File: src/rtl/cofi_coeff_ctrl.sv
// Picks the composite-blend IIR coefficient from measured line period and blend mode; generates the filter-enable strobe.
// Outputs are registered (1 clk latency); coefficient commits only on vblank rise; no backpressure.
module cofi_coeff_ctrl #(
    parameter int CNT_W = 14,
    parameter int TH0   = 1429,
    parameter int TH1   = 2095,
    parameter int TH2   = 2857,
    parameter int TH3   = 4572
) (
    input  logic       clk,
    input  logic       reset,
    input  logic       hblank,
    input  logic       vblank,
    input  logic [1:0] mode,
    input  logic       scandoubler_disable,
    output logic [3:0] coefficient,
    output logic       trigger,
    output logic       cfg_valid
);

    typedef enum logic {S_IDLE, S_COUNT} state_t;

    localparam logic [CNT_W-1:0] CNT_MAX = '1;
    localparam logic [CNT_W-1:0] CNT_ONE = CNT_W'(1);
    localparam logic [CNT_W-1:0] TH0_C   = CNT_W'(TH0);
    localparam logic [CNT_W-1:0] TH1_C   = CNT_W'(TH1);
    localparam logic [CNT_W-1:0] TH2_C   = CNT_W'(TH2);
    localparam logic [CNT_W-1:0] TH3_C   = CNT_W'(TH3);

    state_t           state_q, state_d;
    logic [CNT_W-1:0] counter_q, counter_d;
    logic             last_valid_q, last_valid_d;
    logic [2:0]       last_bin_q, last_bin_d;
    logic             stable_q, stable_d;
    logic [2:0]       pending_bin_q, pending_bin_d;
    logic [3:0]       coefficient_q, coefficient_d;
    logic             cfg_valid_q, cfg_valid_d;
    logic             trigger_q, trigger_d;
    logic             hblank_q, hblank_d;
    logic             vblank_q, vblank_d;

    logic       hb_fall;
    logic       vb_rise;
    logic [2:0] meas_bin;
    logic [3:0] table_coef;

    always_comb begin
        meas_bin = 3'd4;
        if (counter_q < TH0_C)      meas_bin = 3'd0;
        else if (counter_q < TH1_C) meas_bin = 3'd1;
        else if (counter_q < TH2_C) meas_bin = 3'd2;
        else if (counter_q < TH3_C) meas_bin = 3'd3;
    end

    // mode[1] separates strong (2) from soft (1); only those two modes reach the table.
    always_comb begin
        table_coef = 4'd0;
        case (pending_bin_q)
            3'd0:    table_coef = mode[1] ? 4'd7 : 4'd10;
            3'd1:    table_coef = mode[1] ? 4'd7 : 4'd9;
            3'd2:    table_coef = mode[1] ? 4'd4 : 4'd6;
            3'd3:    table_coef = mode[1] ? 4'd4 : 4'd5;
            default: table_coef = mode[1] ? 4'd2 : 4'd3;
        endcase
    end

    always_comb begin
        state_d       = state_q;
        counter_d     = counter_q;
        last_valid_d  = last_valid_q;
        last_bin_d    = last_bin_q;
        stable_d      = stable_q;
        pending_bin_d = pending_bin_q;
        coefficient_d = coefficient_q;
        cfg_valid_d   = cfg_valid_q;
        hblank_d      = hblank;
        vblank_d      = vblank;
        hb_fall       = hblank_q & ~hblank;
        vb_rise       = ~vblank_q & vblank;
        trigger_d     = ~trigger_q | hblank | ~scandoubler_disable;

        case (state_q)
            S_IDLE: begin
                if (hb_fall) begin
                    counter_d = CNT_ONE;
                    state_d   = S_COUNT;
                end
            end
            default: begin
                if (hb_fall) begin
                    stable_d     = last_valid_q && (meas_bin == last_bin_q);
                    if (stable_d) pending_bin_d = meas_bin;
                    last_bin_d   = meas_bin;
                    last_valid_d = 1'b1;
                    counter_d    = CNT_ONE;
                end else if (counter_q == CNT_MAX) begin
                    // No hblank activity: line timing lost, restart measurement.
                    state_d      = S_IDLE;
                    last_valid_d = 1'b0;
                    stable_d     = 1'b0;
                end else begin
                    counter_d = counter_q + CNT_ONE;
                end
            end
        endcase

        // Commit reads the pre-update stable/pending so a coincident line edge cannot leak in.
        if (vb_rise) begin
            if (stable_q && (mode == 2'd1 || mode == 2'd2)) begin
                coefficient_d = table_coef;
                cfg_valid_d   = 1'b1;
            end else begin
                coefficient_d = 4'd0;
                cfg_valid_d   = stable_q;
            end
        end
    end

    always_ff @(posedge clk) begin
        if (reset) begin
            state_q       <= S_IDLE;
            counter_q     <= '0;
            last_valid_q  <= 1'b0;
            last_bin_q    <= 3'd0;
            stable_q      <= 1'b0;
            pending_bin_q <= 3'd0;
            coefficient_q <= 4'd0;
            cfg_valid_q   <= 1'b0;
            trigger_q     <= 1'b1;
            hblank_q      <= 1'b1;
            vblank_q      <= 1'b1;
        end else begin
            state_q       <= state_d;
            counter_q     <= counter_d;
            last_valid_q  <= last_valid_d;
            last_bin_q    <= last_bin_d;
            stable_q      <= stable_d;
            pending_bin_q <= pending_bin_d;
            coefficient_q <= coefficient_d;
            cfg_valid_q   <= cfg_valid_d;
            trigger_q     <= trigger_d;
            hblank_q      <= hblank_d;
            vblank_q      <= vblank_d;
        end
    end

    assign coefficient = coefficient_q;
    assign cfg_valid   = cfg_valid_q;
    assign trigger     = trigger_q;

endmodule

File: config.mk
export PLATFORM = sky130hd
export DESIGN_NAME = cofi_coeff_ctrl
export DESIGN_NICKNAME = d
export VERILOG_FILES = /design/src/rtl/cofi_coeff_ctrl.sv
export SDC_FILE = /design/constraint.sdc
export NUM_CORES = 1
export LEC_CHECK = 0
export BUFFER_PORTS_ARGS = -buffer_cell sky130_fd_sc_hd__buf_2
export CAP_MARGIN = 20
export CORE_ASPECT_RATIO = 0.8
export CORE_UTILIZATION = 40
export CTS_BUF_LIST = sky130_fd_sc_hd__clkbuf_4 sky130_fd_sc_hd__clkbuf_8
export CTS_CLUSTER_DIAMETER = 100
export DETAILED_ROUTE_END_ITERATION = 10
export GPL_TIMING_DRIVEN = 0
export PLACE_DENSITY = 0.56
export SETUP_SLACK_MARGIN = 0.3
export SYNTH_ARGS = -nofsm -noshare
export SYNTH_HDL_FRONTEND = slang
export SYNTH_SLANG_ARGS = --single-unit
File: constraint.sdc
create_clock -name clk -period 4.2 [get_ports clk]
set_clock_uncertainty 0.1 [all_clocks]
set_input_delay 0.21 -clock clk [delete_from_list [all_inputs] [get_ports clk]]
set_output_delay 0.21 -clock clk [all_outputs]
set_load 0.01 [all_outputs]
# Yosys cells after proc, flatten, opt, wreduce, memory -nomap -nowiden
# Cells that the tools add are included.
dict set report totals {
  register_bits 31
  out_inout_bits 6
  n_memories 0
  latchBits 0
  wordCells 65
  rom_bits 0
  ramBits 0
}
dict set report op_classes {
  mul 0
  shifts 0
  n_reduce_logical 10
  div 0
  n_lt_le_gt_ge 4
  n_mux 23
  n_eq_ne 8
  add_sub_neg 1
  bitwise 8
}
# op count
set ops {}
lappend ops {{14-bit two-way mux} 4}
lappend ops {{14-bit by 12-bit < comparator with 1-bit output (second input constant)} 2}
lappend ops {{4-bit one-hot mux with 4 select lines} 1}
lappend ops {{14-bit by 1-bit adder with 14-bit output (second input constant)} 1}
lappend ops {{14-bit equality test (second input constant)} 1}
lappend ops {{14-bit by 11-bit < comparator with 1-bit output (second input constant)} 1}
lappend ops {{14-bit by 13-bit < comparator with 1-bit output (second input constant)} 1}
lappend ops {{3-bit two-way mux} 4}
lappend ops {{4-bit two-way mux} 3}
lappend ops {{1-bit two-way mux} 10}
lappend ops {{3-bit by 2-bit equality test with 1-bit output (second input constant)} 2}
lappend ops {{2-bit AND reduction} 3}
lappend ops {{1-bit NOT} 4}
lappend ops {{2-bit nonzero test} 2}
lappend ops {{3-bit by 1-bit equality test with 1-bit output (second input constant)} 1}
lappend ops {{3-bit equality test} 1}
lappend ops {{3-bit logical NOT} 1}
lappend ops {{3-bit AND reduction} 1}
lappend ops {{1-bit bitwise AND} 2}
lappend ops {{2-bit by 1-bit equality test with 1-bit output (second input constant)} 1}
lappend ops {{2-bit equality test (second input constant)} 1}
lappend ops {{1-bit logical AND} 2}
lappend ops {{2-bit two-way mux} 1}
lappend ops {{2-bit != test (second input constant)} 1}
lappend ops {{2 further kinds} 3}

# Depth between registers and ports, before layout
# Gate-level depths: netlist of run 1.
dict set report logic_depth {
  depth_word 8
  depth_mapped 9
  depth_no_buf 9
}

# Worst setup path after synthesis of run 1
# No wires, ideal clock.
dict set report synth_path {
  kind {register to register}
  startpoint {register counter_q[10]}
  endpoint {register pending_bin_q[1]}
  t_arrival_ns 1.868
  stages_incl_launch_ff 9
  path_slack_ns 2.100
  synth_period_minus_slack_ns 2.100
  setup_ns 0.132
  path_buffers 1
  cell_sequence {dfxtp_1 buf_6 o31a_1 a311o_4 nor2_4 nand3b_4 a31o_1 o31ai_1 a21oi_1}
}
dict set report synth_between {
  elab_chain_len 8
  word_cells_on_any_way 11
  classes_between {order compare: 4; eq/ne: 1; mux: 4; reduce/logical: 2}
}
# element line
set synth_rtl {}
lappend synth_rtl {{from (decl)} 31} ;# logic [CNT_W-1:0] counter_q, counter_d;
lappend synth_rtl {{from (signal assigned)} 134} ;# counter_q <= counter_d;
lappend synth_rtl {{14-bit by 13-bit < comparator with 1-bit output} 52} ;# else if (counter_q < TH3_C) meas_bin = 3'd3;
lappend synth_rtl {{3-bit two-way mux} 52}
lappend synth_rtl {{3-bit two-way mux} 51} ;# else if (counter_q < TH2_C) meas_bin = 3'd2;
lappend synth_rtl {{3-bit two-way mux} 50} ;# else if (counter_q < TH1_C) meas_bin = 3'd1;
lappend synth_rtl {{3-bit two-way mux *} 49} ;# if (counter_q < TH0_C) meas_bin = 3'd0;
lappend synth_rtl {{3-bit equality test} 91} ;# stable_d = last_valid_q && (meas_bin == last_bin_q);
lappend synth_rtl {{1-bit logical AND} 91}
lappend synth_rtl {{3-bit AND reduction (no line)} n/a}
lappend synth_rtl {{to (signal assigned)} 138} ;# pending_bin_q <= pending_bin_d;
lappend synth_rtl {{to (decl)} 35} ;# logic [2:0] pending_bin_q, pending_bin_d;
# Every way passes the cells marked *; elsewhere a longest branch is shown, timed or not.
# A chain may end at the register's enable or synchronous reset.

# Worst setup path in the final report of run 1
dict set report layout_path {
  startpoint {register counter_q[9]}
  endpoint {register counter_q[11]}
}
dict set report layout_between {
  elab_chain_len 4
  word_cells_on_any_way 7
  classes_between {add/sub: 1; eq/ne: 2; mux: 3; reduce/logical: 1}
}
# element line
set layout_rtl {}
lappend layout_rtl {{14-bit by 1-bit adder with 14-bit output} 102} ;# counter_d = counter_q + CNT_ONE;
lappend layout_rtl {{14-bit two-way mux} 96} ;# end else if (counter_q == CNT_MAX) begin
lappend layout_rtl {{14-bit two-way mux} 90} ;# if (hb_fall) begin
lappend layout_rtl {{14-bit two-way mux} 82} ;# case (state_q)
# Parallel ways exist; a longest one is shown, timed or not. The select of a mux whose other input is x is not followed.

==> results of run 1 <==
[logic make-up after synthesis]
group | synth area share
and+or+nand+nor | 0.271
muxes | 0.0188
xor gates and xnor gates | 0.0713
adders and majority gates | 0.0157
DFF | 0.389
buffers and inverters | 0.0447
AOI/OAI and AO/OA | 0.190
[registers in the layout, indices dropped and copies added (netlist names)]
name,flops
trigger,1
counter_q,14
pending_bin_q,3
last_valid_q,1
cfg_valid,1
state_q,1
vblank_q,1
stable_q,1
hblank_q,1
coefficient,4
last_bin_q,3
[critical path, delay by kind of cell, from the launching register on]
kind                      cells  cell delay (ps)
and+or+nand+nor               5             1400
xor gates and xnor gates      1              180
AOI/OAI and AO/OA             1              160
DFF                           1              360
[power breakdown]
| group | switching, mW | internal, mW | leakage [nW] |
|---|---|---|---|
| Clock | 0.0987 | 0.117 | 0.0406 |
| Sequential | 0.00436 | 0.299 | 0.251 |
| Combinational | 0.0175 | 0.0115 | 0.410 |
| Total | 0.121 | 0.427 | 0.702 |
[layout by cell type, fill, tap and decap left out, types with 2 or more instances in the layout]
cell type and n:
buf_2 13, dfxtp_1 31, clkbuf_1 2, nor2_1 23, nand3_1 10, clkbuf_8 5
a211oi_1 2, a21oi_1 14, nand4_1 5, buf_6 2, xor2_1 9, nand2b_1 4
nand3b_1 3, o21ai_0 7, mux2i_1 3, nor3_1 8, inv_1 6, nor2b_1 3
nand2_1 21, ha_1 2, xnor2_1 4
[final cells by class]
class	instances	area [um^2]
multi-input cells	145	905
inverters	6	22.5
fillers	406	2010
repair buffers	11	55.1
flip-flops and latches	31	621
clock buffers	6	76.3
well taps	55	68.8
plain buffers	8	48.8
[per-stage QoR]
stage	power [mW]	utilization	hold slack, ps
3_5_place_dp	0.338	0.452	285
3_3_place_gp	0.337	0.452	272
6_report	0.547	0.472	25.1
5_1_grt	0.572	0.472	26.1
2_1_floorplan	0.328	-	195
4_1_cts	0.553	0.472	20.3
[metal layers]
metal,up-vias,share of wire,track usage
li1,703,-,-
met1,635,0.51,0.223
met2,14,0.46,0.270
met3,2,0.029,0.0428
met4,0,0.0025,0.0560
met5,-,0,0
[worst max-delay path by stage]
stage          cells past startpoint                            end  slack [ps]                  startpoint
2_1_floorplan                      8  pending_bin_q[1]$_SDFFE_PP0P_        2100  counter_q[10]$_SDFFE_PP0P_
3_3_place_gp                       7     counter_q[13]$_SDFFE_PP0P_        1960   counter_q[9]$_SDFFE_PP0P_
3_5_place_dp                       8  pending_bin_q[1]$_SDFFE_PP0P_        1920   counter_q[4]$_SDFFE_PP0P_
4_1_cts                            7     counter_q[11]$_SDFFE_PP0P_        1870   counter_q[9]$_SDFFE_PP0P_
5_1_grt                            7     counter_q[11]$_SDFFE_PP0P_        1610   counter_q[9]$_SDFFE_PP0P_
6_report                           7     counter_q[11]$_SDFFE_PP0P_        1860   counter_q[9]$_SDFFE_PP0P_
==> results.json, run 1 <==
{
  "status": "finished clean",
  "period_minus_slack_ps": 2340,
  "synth_edf_count": 0,
  "io_pins": 13,
  "ctsHtreeMaxLevel": 2,
  "crit_path_cell_trace": "and4_1 > nand4_1 > o31ai_4 > nor4_1 > nand3_1 > xor2_1 > nor2_1",
  "critical_path_class": "reg2reg",
  "ys_types": 49,
  "yosysMostFrequentCell": "dfxtp_1",
  "synth_area_leader_cell": "dfxtp_1",
  "grt_pass1_wl_mm": 5.48,
  "r2r-end": "counter_q[11]$_SDFFE_PP0P_",
  "p_leak_nw": 0.702,
  "min_from": "scandoubler_disable",
  "drc": 0,
  "num_antenna_cells": 0,
  "pre_cts_ws_ps": 1920,
  "vias": 1354,
  "fin_crit_sh": 0.557,
  "syn-cell-area_mm2": 0.00160,
  "routed_wirelength_mm": 3.23,
  "yosys-top-cells-area": "dfxtp_1 (39%), nor2_1 (5.4%), nand2_1 (4.9%), xor2_1 (4.9%), a21oi_1 (4.4%)",
  "r2r_cells": 7,
  "yosysSeqAreaShare": 0.389,
  "setup_viol": 0,
  "synth_commonest_cells": "dfxtp_1 (31), nor2_1 (23), nand2_1 (21), a21oi_1 (14), nand3_1 (10)",
  "drt_pass1_iterations": 4,
  "cts_setup_buffers": 0,
  "hold_violations": 0,
  "relSlewSlack": 0.487,
  "worst_slack_ps": 1860,
  "die_h_um": 58.5,
  "gp_congestion": 0.773,
  "hold_path.class": "in2reg",
  "grt_max_degree": 11,
  "synth_nets": 199,
  "overflow": 0,
  "portBuffers": 11,
  "cts_resized": 0,
  "via_per_inst": 5.17,
  "clk_latency_ps": 270,
  "worstPathRequired_ps": 4250,
  "ir_worst_vdd_mv": 0.171,
  "powerDensity_mw_per_mm2": 305,
  "row_count": 20,
  "cts_tree": "built",
  "path_max_fanout": 9,
  "layout-drive-gt1-share": 0.150,
  "grt_pass1_vias": 1228,
  "dieArea_mm2": 0.00425,
  "fin_tns_setup_ps": 0,
  "max_freq_ghz": 0.427,
  "die_w_um": 72.6,
  "drt-initial-drc-count": 61,
  "nNetsFinal": 217,
  "cts-root-buf": "clkbuf_8",
  "max-cap-violations": 0,
  "placed_cells": 256,
  "yosys_warnings": 0,
  "wl_per_cell_um": 12.3,
  "areaGrowthSynthToFinish_pct": 12.5,
  "clkTransAtPathRegs_ps": 60,
  "slowest_delay_ps": 660,
  "r2r_start": "counter_q[9]$_SDFFE_PP0P_",
  "synth_cells": 190,
  "async_flop_share": 0,
  "cp-end-kind": "register",
  "rsz0062_at_grt": "no",
  "synthFlopType": "dfxtp_1",
  "cts_sinks": 31,
  "core_area_mm2": 0.00380,
  "grt_antenna_before_repair": 0,
  "avgSynthCellArea_um2": 8.40,
  "reg2reg_setup_slack_ps": 1860,
  "cp-start-kind": "register",
  "clk_path_buf_depth": 2,
  "cts_hold_buf": 0,
  "min_path_cells": 2,
  "stdcell_count": 262,
  "ys_seq_elements": 31,
  "drtAntennaViolNets": 0,
  "tightest_slew_ps": 762,
  "drv_slew": 0,
  "hold_end": "trigger$_SDFF_PP1_",
  "placed_area_mm2": 0.00172,
  "final_area_mm2": 0.00180,
  "synth_top_area_frac": 0.389,
  "cts_made_buffers": 5,
  "crit_slowest_cell": "nor4_1",
  "grt_usage": 0.168,
  "critPathArrivalTime_ps": 2390,
  "dp_hpwl_mm": 2.39,
  "initial_core_util": 0.420
}
No activity file was read; power rests on OpenSTA's default activity.
==> inputs of run 2 (changes only) <==
- ABC_AREA: unset -> 1
- PLACE_DENSITY: 0.56 -> 0.58
- clock period: 4.2 -> 2 ns (I/O delays scaled with it)
==> run 2 against run 1 <==
  * Final cell count rose by 32%
  * Fmax rose by 32%
  * Utilization grew 8.8 points
  * Die area rose by 5.8%
  * Power up 140%
  * Register-to-register slack worse by 1600 ps
  * Design area increased by 22%
  * Synthesized cell count rose by 33%
  * Count of clock-buffer cells in the layout rose by 1
  * Clock power is 150% higher
  * Highest routed layer unchanged
==> results.json, run 2 <==
{
  "critical_path_class": "reg2reg",
  "grtUsageMet1": 0.302,
  "io_pins": 13,
  "die_h_um": 60.2,
  "wl_per_cell_um": 11.8,
  "crit_slowest_cell": "dfxtp_4",
  "top_register": "counter_q",
  "async_flop_share": 0,
  "vias": 1702,
  "clkTransAtPathRegs_ps": 70,
  "synth_area_leader_cell": "dfxtp_1",
  "reg2reg_setup_slack_ps": 230,
  "nNetsFinal": 300,
  "hold_path.class": "in2reg",
  "die_w_um": 74.7,
  "rsz0062_at_grt": "yes",
  "setup_viol": 0,
  "synth_edf_count": 0,
  "yosys_warnings": 0,
  "initial_core_util": 0.431,
  "cts_tree": "built",
  "ff_latch_area_um2": 641,
  "grtUsageMet3": 0.0506,
  "worst_slack_ps": 229,
  "synth_cells": 253,
  "grt_usage": 0.206,
  "cp_num_buf_inv": 2,
  "ys_types": 26,
  "synth_top_area_frac": 0.367,
  "clk_latency_ps": 290,
  "grt_util_met2": 0.281,
  "drt_pass1_iterations": 4,
  "status": "finished clean",
  "cp-start-kind": "register",
  "period_minus_slack_ps": 1770,
  "pre_cts_ws_ps": 68.5,
  "cp-end-kind": "register",
  "layout-drive-gt1-share": 0.291,
  "row_count": 20,
  "crit_path_cell_trace": "ha_4 > inv_2 > nor2_4 > nand2_2 > nor3_4 > nand2_2 > nand2_4 > inv_8 > nand2_4 > nor2_4 > nand2_2 > xor2_1 > nor2_1",
  "syn-cell-area_mm2": 0.00169,
  "clk_path_buf_depth": 2,
  "path_max_fanout": 6,
  "utilization": 0.560,
  "synth_commonest_cells": "nand2_1 (60), dfxtp_1 (31), inv_1 (30), nor2_1 (29), a21oi_1 (25)",
  "hold_ws_ps": 51.2,
  "gp_congestion": 0.845,
  "crit_family": "simple AND/OR/NAND/NOR gates",
  "fin_crit_sh": 0.885,
  "yosys-top-cells-area": "dfxtp_1 (37%), nand2_1 (13%), a21oi_1 (7.4%), inv_1 (6.7%), nor2_1 (6.4%)",
  "largest_reg_flops": 14,
  "worstPathRequired_ps": 2070,
  "ctsHtreeMaxLevel": 2,
  "stdcell_count": 347,
  "via_per_inst": 4.90,
  "p_leak_nw": 0.955,
  "cts_made_buffers": 5,
  "portBuffers": 12,
  "max_freq_ghz": 0.565,
  "grt_busiest_layer": "met1",
  "fin_tns_setup_ps": 0,
  "drt-initial-drc-count": 104,
  "areaGrowthSynthToFinish_pct": 30.0,
  "ir_worst_vdd_mv": 0.336,
  "grt_pass1_vias": 1463,
  "grt_max_degree": 11,
  "drtAntennaViolNets": 0,
  "critPathArrivalTime_ps": 1840,
  "grt_antenna_before_repair": 0,
  "yosysSeqAreaShare": 0.367,
  "synth_nets": 262,
  "final_cell_mix": "nand2_1 (52), inv_1 (28), nor2_1 (26)",
  "dp_hpwl_mm": 2.78,
  "drv_slew": 0,
  "slowest_delay_ps": 370,
  "cts-root-buf": "clkbuf_8",
  "yosysMostFrequentCell": "nand2_1",
  "nFillCells": 394,
  "layout_commonest_cell": "nand2_1",
  "overflow": 0,
  "powerDensity_mw_per_mm2": 588,
  "final_area_mm2": 0.00220,
  "relSlewSlack": 0.665,
  "power.total_mw": 1.29,
  "crit_top_cell": "nand2_2",
  "dieArea_mm2": 0.00449,
  "grt_pass1_wl_mm": 6.79,
  "placed_area_mm2": 0.00184,
  "multi_input_area_mm2": 0.00102,
  "tightest_slew_ps": 501,
  "num_antenna_cells": 0,
  "avgSynthCellArea_um2": 6.69,
  "drc": 0,
  "ys_seq_elements": 31,
  "max-cap-violations": 0,
  "synthFlopType": "dfxtp_1",
  "cts_sinks": 31,
  "core_area_mm2": 0.00393,
  "routed_wirelength_mm": 4.08,
  "placed_cells": 320,
  "hold_violations": 0
}
[run 2: path summary, 6_finish.rpt]
check,from,endpoint,depth (start not counted)
worst max register to register,counter_q[0]$_SDFFE_PP0P_,counter_q[12]$_SDFFE_PP0P_,13
worst max-delay path,counter_q[0]$_SDFFE_PP0P_,counter_q[12]$_SDFFE_PP0P_,13
worst min register to register,cfg_valid$_SDFFE_PP0P_,cfg_valid$_SDFFE_PP0P_,2
worst min-delay path,reset,last_bin_q[2]$_SDFFE_PP0P_,4
[run 2: power breakdown]
group / total (mW) / internal (mW) / switching, mW
Combinational: 0.122 / 0.0489 / 0.0732
Sequential: 0.641 / 0.628 / 0.0129
Clock: 0.530 / 0.291 / 0.239
[run 2: layer usage]
metal	up-vias	wire (um)	share of wire
met5	-	0	0
met4	0	70	0.017
met3	8	191	0.047
met2	32	1650	0.40
met1	761	2170	0.53
li1	901	-	-
[run 2: tightest hold or removal path, delay by kind of cell]
family          cells  cell delay (ps)
buf+inv             2              170
compound gates      2              120
[run 2: final cells by class]
type	count	share of cell area
well taps	55	0.0313
inverters	36	0.0660
flip-flops and latches	31	0.291
clock buffers	7	0.0410
clock inverters	1	0.00228
multi-input cells	184	0.463
repair buffers	31	0.0984
plain buffers	2	0.00683
[run 2: cell families (layout without fill, tap and decap cells)]
| logic type | count (synthesis) | in the layout | synth area share |
|---|---|---|---|
| adders and majority gates | 2 | 2 | 0.0148 |
| AOI/OAI and AO/OA | 42 | 42 | 0.129 |
| xor gates and xnor gates | 6 | 6 | 0.0311 |
| buffers and inverters | 38 | 77 | 0.0880 |
| DFF | 31 | 31 | 0.367 |
| and+or+nand+nor | 134 | 134 | 0.371 |
[run 2: what timing repair did]
| item | 4_1_cts | 5_1_grt |
|---|---|---|
| setup endpoints to repair | 15 | 20 |
| setup buffers | 10 | 5 |
| hold buffers | 4 | 0 |
| hold endpoints to repair | 4 | 0 |
| pin swaps | 12 | 17 |
| gates resized for setup | 18 | 24 |
